### config.mk
export PLATFORM = sky130hd
export DESIGN_NAME = mux_sel_scanner
export DESIGN_NICKNAME = d
export VERILOG_FILES = /design/src/rtl/mux_sel_scanner.sv
export SDC_FILE = /design/constraint.sdc
export NUM_CORES = 1
export LEC_CHECK = 0
export ABC_CLOCK_PERIOD_IN_PS = 3200
export CORE_MARGIN = 2
export CORE_UTILIZATION = 50
export DETAILED_ROUTE_END_ITERATION = 12
export PLACE_DENSITY = 0.77
export REMOVE_ABC_BUFFERS = 1
export SETUP_SLACK_MARGIN = 0.02
export SLEW_MARGIN = 20
export SYNTH_ARGS = -nofsm -noshare
export SYNTH_HDL_FRONTEND = slang
export SYNTH_SLANG_ARGS = --single-unit
### constraint.sdc
create_clock -name clk -period 3.2 [get_ports clk]
set_input_delay 0.48 -clock clk [delete_from_list [all_inputs] [get_ports clk]]
set_output_delay 0.48 -clock clk [all_outputs]
set_load 0.1 [all_outputs]
### src/rtl/mux_sel_scanner.sv
// rtl/mux_sel_scanner.sv - walks the mux select over a window and packs the sampled bits
// Produces the captured word and its popcount on a valid/ready result port.
module mux_sel_scanner #(
  parameter int N_IN  = 16,
  parameter int SEL_W = 4
) (
  input  logic             clk,
  input  logic             rst_n,
  input  logic             start,
  input  logic [SEL_W-1:0] first_sel,
  input  logic [SEL_W:0]   count,
  output logic [SEL_W-1:0] sel,
  input  logic             mux_in,
  output logic             busy,
  output logic             out_valid,
  input  logic             out_ready,
  output logic [N_IN-1:0]  data,
  output logic [SEL_W:0]   ones
);

  localparam logic [SEL_W:0]   FULL    = (SEL_W+1)'(N_IN);
  localparam logic [SEL_W:0]   ONE     = (SEL_W+1)'(1);
  localparam logic [SEL_W-1:0] SEL_ONE = SEL_W'(1);

  typedef enum logic [1:0] {IDLE, SCAN, HOLD} state_t;

  state_t         state, state_nxt;
  logic [SEL_W:0] remaining;
  logic [SEL_W:0] idx;
  logic [SEL_W:0] eff_count;

  // Zero and anything past the mux width both mean a full sweep.
  always_comb begin
    eff_count = count;
    if (count == '0 || count > FULL) eff_count = FULL;
  end

  always_comb begin
    state_nxt = state;
    case (state)
      IDLE:    if (start) state_nxt = SCAN;
      SCAN:    if (remaining == ONE) state_nxt = HOLD;
      HOLD:    if (out_ready) state_nxt = IDLE;
      default: state_nxt = IDLE;
    endcase
  end

  always_ff @(posedge clk or negedge rst_n) begin
    if (!rst_n) state <= IDLE;
    else        state <= state_nxt;
  end

  always_ff @(posedge clk or negedge rst_n) begin
    if (!rst_n) begin
      sel       <= '0;
      remaining <= '0;
      idx       <= '0;
      data      <= '0;
      ones      <= '0;
    end else begin
      case (state)
        IDLE: begin
          if (start) begin
            sel       <= first_sel;
            remaining <= eff_count;
            idx       <= '0;
            data      <= '0;
            ones      <= '0;
          end
        end
        SCAN: begin
          // data is cleared on start, so OR-ing in the shifted sample sets bit idx.
          data      <= data | ({{(N_IN-1){1'b0}}, mux_in} << idx);
          ones      <= ones + {{SEL_W{1'b0}}, mux_in};
          idx       <= idx + ONE;
          remaining <= remaining - ONE;
          if (remaining > ONE) sel <= sel + SEL_ONE;
        end
        default: ;
      endcase
    end
  end

  assign busy      = (state != IDLE);
  assign out_valid = (state == HOLD);

endmodule

### After elaboration in Yosys (flattened, before gate mapping)

Index checks and enable logic that the tools add are counted.

* register bits after elaboration: 37
* output and inout bits: 27

* $lt $le $gt $ge: 2
* reduce and logical (&&, ||, !) cells: 8
* equal/unequal tests: 7
* shifts and indexed selects: 1
* bitwise gates (word level): 1
* multiplexer cells: 15
* add/sub/neg operators: 4

Operators with widths (count)
* case mux 16 bit (2 select lines): 1
* case mux 5 bit (2 select lines): 3
* 2-to-1 mux 16 bit: 1
* OR 16 bit: 1
* left shift 1 x 5 -> 16 bit: 1
* 2-to-1 mux 5 bit: 3
* 2-to-1 mux 4 bit: 2
* case mux 4 bit (2 select lines): 1
* 2-to-1 mux 2 bit: 3
* inequality test 2 bit (second input constant): 3
* case mux 2 bit (3 select lines): 1
* AND reduction 3 bit: 2
* adder 5 x 1 -> 5 bit: 1
* adder 5 x 1 -> 5 bit (second input constant): 1
* == test 5 x 1 -> 1 bit (second input constant): 1
* > comparator 5 x 1 -> 1 bit (second input constant): 1
* > comparator 5 bit (second input constant): 1
* zero test 5 bit: 1
* subtractor 5 x 1 -> 5 bit (second input constant): 1
* adder 4 x 1 -> 4 bit (second input constant): 1
* nonzero test 2 bit: 2
* == test 2 x 1 -> 1 bit (second input constant): 1
* == test 2 bit (second input constant): 1
* zero test 2 bit: 1
* other kinds (3): 3

### Depth between registers and ports, before layout

* word-level depth: 5
* mapped depth: 6
* depth with buffers taken out: 5

### Least setup slack after synthesis

No wires, ideal clock.

* path kind: flip-flop to output port
* from: register state[0]
* to: output port out_valid
* slack: 674 ps
* data arrival time: 2046 ps
* required time: 2720 ps
* stages on the path, launching flop included: 4
* cell sequence: dfrtp_1 > buf_6 > clkbuf_1 > nor2b_1

* longest elaborated chain between the ends: 1

Ends and longest elaborated chain
* start: declaration: line 27 `state_t state, state_nxt;`
* start signal: assignment: line 50 `else state <= state_nxt;`
* == test 2 bit: line 85 `assign out_valid = (state == HOLD);`
* end: declaration: line 15 `output logic out_valid,`

No other way between the ends.

### Worst setup path after layout

* from: register data[2]
* to: output port data[2]

RTL lines
* start: declaration: line 17 `output logic [N_IN-1:0] data,`
* start signal: assignment: line 73 `data <= data | ({{(N_IN-1){1'b0}}, mux_in} << idx);`

No word-level cell between the ends.

==> impl_metrics.ini <==
[global_routing]
use_met1_pct = 27.2
grt_pass1_vias = 1533
grt_use_total_pct = 21.3
grt_use_met3_pct = 4.28
grt_max_degree = 38
antenna_found_initial = 0
grt_first_pass_wirelength_um = 7040
grtUsageMet2_pct = 37.0
grt-busiest-layer = met2
grt_overflow = 0

[finish]
final_cells = 266
multi_input_area_um2 = 860
drive_above_1_share_pct = 14.7
layout_common_cells = 37 x dfrtp_1, 30 x nand2_1, 27 x clkdlybuf4s50_1, 15 x o21ai_0, 14 x buf_4
regArea_um2 = 926
syn_to_final_growth_pct = 25.9
diodes = 0
fill_cells = 313
final_common_cell = dfrtp_1
nNetsFinal = 238

[routing]
avgRoutedWirePerCell_um = 15.3
drt_iter0_drc = 117
vias_per_cell = 5.78
vias = 1538
routed_wl_um = 4080
antenna_left = 0
drc = 0
first_pass_iters = 4

[synthesis]
syn_inst = 179
syn_area_um2 = 1880
yosysWarningCount = 0
synth-async-reset-ratio_pct = 100
synth_edf_count = 0
syn_avg_cell_area_um2 = 10.5
synth_flop_cell = dfrtp_1
ys_ff_latch = 37
synth.distinct_cells = 45
ys_seq_area_share_pct = 49.3

[worst_setup_path]
r2r_setup_slack_ns = 1.13
path_cells = clkdlybuf4s50_1
cp.arrival_ns = 1.80
crit_family = buffers and inverters
worst_setup_path_end_kind = output pin
critPathKind = flop to output pin
worstPathMaxFanout = 2
crit_path_top_delay_cell = clkdlybuf4s50_1
required_ns = 2.72
cpPeakStageDelay_ns = 1.14
critPathBufInv = 1
start_kind = flop

[job]
cap_violations = 0

[floorplan]
rows = 22
initial_utilization_pct = 51.7
die_area_um2 = 4260
pin_count = 41
die_x_um = 65.3
die_h_um = 65.3
coreArea_um2 = 3630

[clock_network]
cts-root-buf = clkbuf_8
postCtsSetupBuffers = 0
cts_made_buffers = 5
tritoncts = built
clk_path_buf_depth = 2
clk_pin_slew_ns = 0.07
postCtsHoldBufs = 0
clkLatencyLatePin_ns = 0.28
cts.sinks = 37
cts_resized = 0
cts_max_level = 2

[placed_design]
hpwl_um = 2900
port_buffers = 40
gp_congestion = 0.853
dp_cells = 258

[sta]
fin_crit_sh_pct = 71.2
hold_viol = 0
relSlewSlack_pct = 35.3
period_needed_ns = 2.28
fin_tns_setup_ns = 0
finalSetupViolations = 0
skew_ns = 0.00464
grt_setup_unrepaired = no
fmax_ghz = 0.439
worst_pin_slew_ns = 0.967
slew_violations = 0

[min_path]
hp-class = flop to flop

[status]
status = finished clean
## metrics by stage
stage               hold WS [ns]  utilization (%)  instance area, µm²  setup slack [ns]
floorplan                  0.184                -                1810             0.794
global placement           0.450             61.8                2250             0.816
detailed placement         0.466             61.8                2250             0.649
CTS                        0.477             65.0                2360             0.923
global route               0.502             65.0                2360             0.825
finish                     0.477             65.0                2360             0.922
## final timing paths
check                      cells after the start            to      from
setup / recovery                               1       data[2]   data[2]
hold / removal                                 2      data[11]  data[11]
setup reg to reg                               3  remaining[2]  state[0]
hold reg to reg                                2      data[11]  data[11]
max in group asynchronous                      2       data[6]     rst_n
min in group asynchronous                      2       data[3]     rst_n
## final cells by class
class	instances	share of cell area, %
Clock inverter	1	1.27
Tap cell	48	2.54
Multi-Input combinational cell	125	36.4
Sequential cell	37	39.2
Inverter	7	1.11
Timing Repair Buffer	41	15.9
Clock buffer	7	3.65
## metal layers
metal,routed length (µm),up-vias
met2,2040,44
met1,1830,759
met3,186,4
li1,-,731
met5,0,-
met4,26,0
## cells in the mapped netlist, drive strengths merged (3+ instances only)
cell type,count,area (µm²)
nor2,4,15.0
ha,7,87.6
nand3b,4,30.0
mux2i,5,50.1
nand2,30,113
a32o,3,30.0
or2,3,18.8
dfrtp,37,926
inv,7,26.3
nor4b,3,41.3
mux2,3,33.8
nand3,6,30.0
nor3b,3,27.5
a22o,4,35.0
clkbuf,3,11.3
o21ai,15,75.1
nand4,4,25.0
buf,7,53.8
## registers in the layout, summed over array words and instances (netlist names)
signal     count
data          16
idx            5
ones           5
remaining      5
sel            4
state          2
## cells by family (layout without fill, tap and decap cells)
| group | Yosys count | count (layout) | synth area share [%] |
|---|---|---|---|
| adder cells (fa/ha/maj) | 7 | 7 | 4.67 |
| buffers and inverters | 17 | 56 | 4.87 |
| AND/OR/NAND/NOR | 69 | 69 | 20.9 |
| flip-flops | 37 | 37 | 49.3 |
| AO/OA/AOI/OAI | 41 | 41 | 15.7 |
| multiplexers | 8 | 8 | 4.47 |
Power is left out: the tool's default activity adds up to more than one toggle a clock period on the data nets, which glitch-free logic cannot reach.
